===== config.mk =====
export PLATFORM = sky130hd
export DESIGN_NAME = rename_regfile
export DESIGN_NICKNAME = d
export VERILOG_FILES = /design/src/rtl/rename_regfile.sv
export SDC_FILE = /design/constraint.sdc
export NUM_CORES = 2
export LEC_CHECK = 0
export BUFFER_PORTS_ARGS = -buffer_cell sky130_fd_sc_hd__buf_2
export CORE_MARGIN = 10
export CORE_UTILIZATION = 68
export CTS_CLUSTER_DIAMETER = 150
export CTS_CLUSTER_SIZE = 25
export DETAILED_ROUTE_END_ITERATION = 6
export PLACE_DENSITY = 0.82
export SLEW_MARGIN = 0
export SYNTH_ARGS = -nofsm -noshare
export SYNTH_HDL_FRONTEND = slang
export SYNTH_SLANG_ARGS = --single-unit

===== constraint.sdc =====
create_clock -name clk -period 6.7 [get_ports clk]
set_input_delay 1.005 -clock clk [delete_from_list [all_inputs] [get_ports clk]]
set_output_delay 1.005 -clock clk [all_outputs]
set_load 0.005 [all_outputs]

===== src/rtl/rename_regfile.sv =====
// Architectural register file with per-register rename state (busy bit + ROB tag).
// Supplies issue-stage operands combinationally, records issue mappings, retires commits.
module rename_regfile #(
  parameter int XLEN   = 32,
  parameter int NREG   = 32,
  parameter int RIDX_W = 5,
  parameter int ROB_W  = 4
) (
  input  logic              clk,
  input  logic              rst,
  input  logic              rdy,
  input  logic              flush,
  input  logic              issue_valid,
  input  logic              issue_rd_en,
  input  logic [RIDX_W-1:0] issue_rd,
  input  logic [ROB_W-1:0]  issue_tag,
  input  logic              rs1_en,
  input  logic              rs2_en,
  input  logic [RIDX_W-1:0] rs1,
  input  logic [RIDX_W-1:0] rs2,
  output logic              q1_busy,
  output logic              q2_busy,
  output logic [ROB_W-1:0]  q1_tag,
  output logic [ROB_W-1:0]  q2_tag,
  output logic [XLEN-1:0]   v1,
  output logic [XLEN-1:0]   v2,
  input  logic              commit_valid,
  input  logic              commit_rd_en,
  input  logic [RIDX_W-1:0] commit_rd,
  input  logic [ROB_W-1:0]  commit_tag,
  input  logic [XLEN-1:0]   commit_data,
  output logic [NREG-1:0]   busy_vec
);

  logic [XLEN-1:0]   value_r [NREG];
  logic [ROB_W-1:0]  tag_r   [NREG];
  logic [NREG-1:0]   busy_r;

  logic              commit_byp_s;
  logic              commit_we_s;
  logic              issue_we_s;
  logic [NREG-1:0]   commit_hit_s;
  logic [NREG-1:0]   issue_hit_s;

  logic              src_en_s   [2];
  logic [RIDX_W-1:0] src_idx_s  [2];
  logic              q_busy_s   [2];
  logic [ROB_W-1:0]  q_tag_s    [2];
  logic [XLEN-1:0]   v_s        [2];

  // Write enables and one-hot register decode for commit and issue
  always_comb begin
    commit_byp_s = commit_valid & commit_rd_en & rdy;
    commit_we_s  = commit_byp_s & (commit_rd != {RIDX_W{1'b0}});
    issue_we_s   = rdy & issue_valid & issue_rd_en & ~flush & (issue_rd != {RIDX_W{1'b0}});
    commit_hit_s = {NREG{1'b0}};
    issue_hit_s  = {NREG{1'b0}};
    for (int i = 0; i < NREG; i++) begin
      commit_hit_s[i] = commit_we_s & (commit_rd == RIDX_W'(i));
      issue_hit_s[i]  = issue_we_s  & (issue_rd  == RIDX_W'(i));
    end
  end

  // Register state; issue beats a same-cycle commit for busy/tag, flush beats both
  always_ff @(posedge clk or negedge rst) begin
    if (!rst) begin
      busy_r <= {NREG{1'b0}};
      for (int i = 0; i < NREG; i++) begin
        value_r[i] <= {XLEN{1'b0}};
        tag_r[i]   <= {ROB_W{1'b0}};
      end
    end else if (rdy) begin
      for (int i = 0; i < NREG; i++) begin
        if (commit_hit_s[i]) begin
          value_r[i] <= commit_data;
        end else begin
          value_r[i] <= value_r[i];
        end
        if (flush) begin
          busy_r[i] <= 1'b0;
          tag_r[i]  <= {ROB_W{1'b0}};
        end else if (issue_hit_s[i]) begin
          busy_r[i] <= 1'b1;
          tag_r[i]  <= issue_tag;
        end else if (commit_hit_s[i] && (tag_r[i] == commit_tag)) begin
          busy_r[i] <= 1'b0;
          tag_r[i]  <= tag_r[i];
        end else begin
          busy_r[i] <= busy_r[i];
          tag_r[i]  <= tag_r[i];
        end
      end
    end else begin
      busy_r <= busy_r;
    end
  end

  // Gather both source ports so one loop serves them
  always_comb begin
    src_en_s[0]  = rs1_en;
    src_en_s[1]  = rs2_en;
    src_idx_s[0] = rs1;
    src_idx_s[1] = rs2;
  end

  // Operand read against pre-edge state, with bypass from a matching commit
  always_comb begin
    for (int p = 0; p < 2; p++) begin
      q_busy_s[p] = 1'b0;
      q_tag_s[p]  = {ROB_W{1'b0}};
      v_s[p]      = {XLEN{1'b0}};
      if (!src_en_s[p] || (src_idx_s[p] == {RIDX_W{1'b0}})) begin
        v_s[p] = {XLEN{1'b0}};
      end else if (!busy_r[src_idx_s[p]]) begin
        v_s[p] = value_r[src_idx_s[p]];
      end else if (commit_byp_s && (commit_rd == src_idx_s[p]) &&
                   (commit_tag == tag_r[src_idx_s[p]])) begin
        v_s[p] = commit_data;
      end else begin
        q_busy_s[p] = 1'b1;
        q_tag_s[p]  = tag_r[src_idx_s[p]];
      end
    end
  end

  assign q1_busy  = q_busy_s[0];
  assign q2_busy  = q_busy_s[1];
  assign q1_tag   = q_tag_s[0];
  assign q2_tag   = q_tag_s[1];
  assign v1       = v_s[0];
  assign v2       = v_s[1];
  assign busy_vec = busy_r;

endmodule


==> impl_results.md <==
* Final #Nets at 4365
* Drt initial violations at 5786
* Clock Latency Late Sink at roughly 0.66 ns
* Crit path max-delay cell type: nor4_1
* Clock skew at 0.0264 ns
* Register bit count reported by yosys at 1184
* Final non-filler cell total at 5563
* Crit. End Element: output pin
* Largest net degree at the start of global routing at around 180
* # port buffers at roughly 180
* Syn. warnings at 0
* Row cnt at 113
* Clock sink total at between 1k and 1.5k
* Least-Margin Pin Slew at between 1 and 1.5 ns
* IO Pins at 176
* Initial antenna violation count at 1
* Die W at about 330 um
* Hold_buf cts at 0
* Worst Path Max Fanout at 137
* Crit Path Category: input pin to output pin
* Post-route minimum period at 5.70 ns
* Total CTS buffers at 53
* H-tree depth at 2
* Commonest non-fill, non-tap cell in the layout: dfrtp_1
* First-pass GRT wire length at 287 mm
* CTS root buffer: clkbuf_16
* Arrival time at the worst endpoint at 4.70 ns
* DRC viols at 0
* RePlAce Congestion at 1.01
* Req. time, crit path at 5.69 ns
* Core Box Area at 95200 sq um
* CTS tree: built
* Pleak at a little over 30 nW
* Seq/Total Area, Yosys at 0.453
* Via count at 42.8k
* Cell breakdown of the critical path: buf_8, buf_12, mux2i_1, a22oi_1, a21oi_1, nor4_1, xnor2_1, nand4_1, buf_4, o21ai_0, buf_2
* R2R depth at 5
* Vias in the first global route at about 44k
* Tcrit/Tclk final at 0.851
* Synthesized Nets at 4548
* CP peak stage delay at between 0.9 and 1 ns
* Area grow syn2layout at 4.59%
* Synth Instances at 4478
* Max Cap Viol at 0
* Worst reg2reg startpoint: tag_r[15]$_DFFE_PN0P_
* Final hold vios at 0
* Vias/cell at approximately 7.7
* Clock buffer depth at 3
* Status: finished, final reports clean
* Max-slew violation count at 0
* Number of gates resized after CTS at 0
* Cell area power density at 209 nW/um^2
* Cell area after synthesis at 65400 sq um
* R2R setup slack at 4.92 ns
* Die H at 330 um
* Netlist cell types at 46
* Clk slew on worst S/H paths at 0.10 ns
* Maximum clock frequency at 0.175 GHz
* RR Endpoint: busy_vec[28]$_DFFE_PN0P_
* Worst relative slew slack at 0.165
* RSZ-0062 raised after global routing: false
* Mapped Avg Cell Area at 14.6 sq um
* Peak supply drop at 0.229 mV
* Antenna viol nets, final at 0
* Total track usage at 0.354
* Postcts setup bufs at 0
* Layout cells sized above 1 at 0.491
* Placed Instances at 5505
* Initial Utilization at 0.687
* Drt total wl at 193 mm
* CP Launch Type: input pin
* Fill cell count at 6132
* Hold Path Class: input pin to async pin
* DP HPWL at 108 mm
* Commonest non-fill, non-tap cells in the layout: dfrtp_1 (1184), mux2_2 (1100), mux4_2 (650), nand2_1 (179), buf_2 (165)
* Drt pass-1 iters at 7
* EDFF count, synth at 0
* Average wire per standard cell at approximately 35 um
* Setup violators final at 0
* Synth Flop Type: dfrtp_1
* Remaining Overflow, GRT at 0
* Die Area at between 100000 and 150000 sq um
* Asr flop ratio synth at 1.00
* Setup TNS at 0 ns
[layer usage]
metal	vias up	GRT usage	routed length, um
li1	16700	-	-
met1	22700	0.471	70900
met2	2633	0.546	90000
met3	688	0.0842	19900
met4	2	0.183	12000
met5	-	0	12
[per-stage QoR]
stage                     area [sq um]  setup WS, ns  total power, mW  utilization  hold WS, ns
final                            68400         0.999             14.3        0.718        0.377
after global routing             68300         0.801             14.8        0.718        0.418
after CTS                        68300          1.13             14.3        0.718        0.391
after detailed placement         67000          1.14             10.6        0.704        0.382
after global placement           67000          1.16             10.5        0.704        0.376
after floorplan                  65400          2.03             9.84            -        0.441
[where the power goes]
group / total (mW) / switching [mW] / internal (mW)
Sequential: 8.12 / 0.446 / 7.68
Clock: 3.74 / 2.28 / 1.45
Combinational: 2.41 / 1.13 / 1.28
[layout make-up]
cell class	instances	area [sq um]	share of cell area
Tap cell	1265	1580	0.0232
Antenna cell	2	5.00	0.0000732
Clock buffer	54	1350	0.0198
Timing Repair Buffer	254	1760	0.0258
Clock inverter	2	32.5	0.000476
Sequential cell	1184	29600	0.433
Multi-Input combinational cell	2799	34000	0.497
Inverter	3	16.3	0.000238
[worst max-delay path by stage]
stage,slack (ns),to,start
finish,1.0,v1[7],rs1[1]
global route,0.80,v1[7],rs1[1]
CTS,1.13,v1[7],rs1[1]
detailed placement,1.14,v1[7],rs1[1]
global placement,1.16,q1_tag[3],rs1[1]
floorplan,2.03,v1[11],rs1[0]
[Yosys cell counts, types with 21 or more instances]
library cell | number | area (sq um)
mux2i_1 | 131 | 1310
dfrtp_1 | 1184 | 29600
buf_1 | 103 | 387
nor2_1 | 55 | 206
xnor2_1 | 49 | 429
nor4_1 | 26 | 163
a22oi_1 | 45 | 338
o21ai_0 | 139 | 696
nand3_1 | 76 | 380
nand2_1 | 189 | 709
xor2_1 | 93 | 815
buf_2 | 44 | 220
a221oi_1 | 35 | 307
mux2_2 | 1100 | 12400
clkbuf_1 | 327 | 1230
mux4_2 | 650 | 14600
o21ai_1 | 34 | 170
nor3_1 | 21 | 105
a21oi_1 | 32 | 160
[critical path, delay by kind of cell]
family                    cells  cell delay [ns]
muxes                         1             0.16
buffers and inverters         4             1.63
AOI/OAI and AO/OA             3             0.55
and+or+nand+nor               2             1.09
xor gates and xnor gates      1             0.20
[flip-flops by register name, summed over array words and instances (netlist names)]
register and count:
busy_vec 32, tag_r 128, value_r 1024
[cells by family (layout without fill, tap and decap cells)]
kind of cell | after synthesis | after routing | synth area share
muxes | 1882 | 1882 | 0.434
DFF | 1184 | 1184 | 0.453
buffers and inverters | 495 | 313 | 0.0306
and+or+nand+nor | 439 | 439 | 0.0314
AOI/OAI and AO/OA | 336 | 336 | 0.0317
xor gates and xnor gates | 142 | 142 | 0.0190
other | 0 | 2 | 0
(Power assumes the default switching activity.)
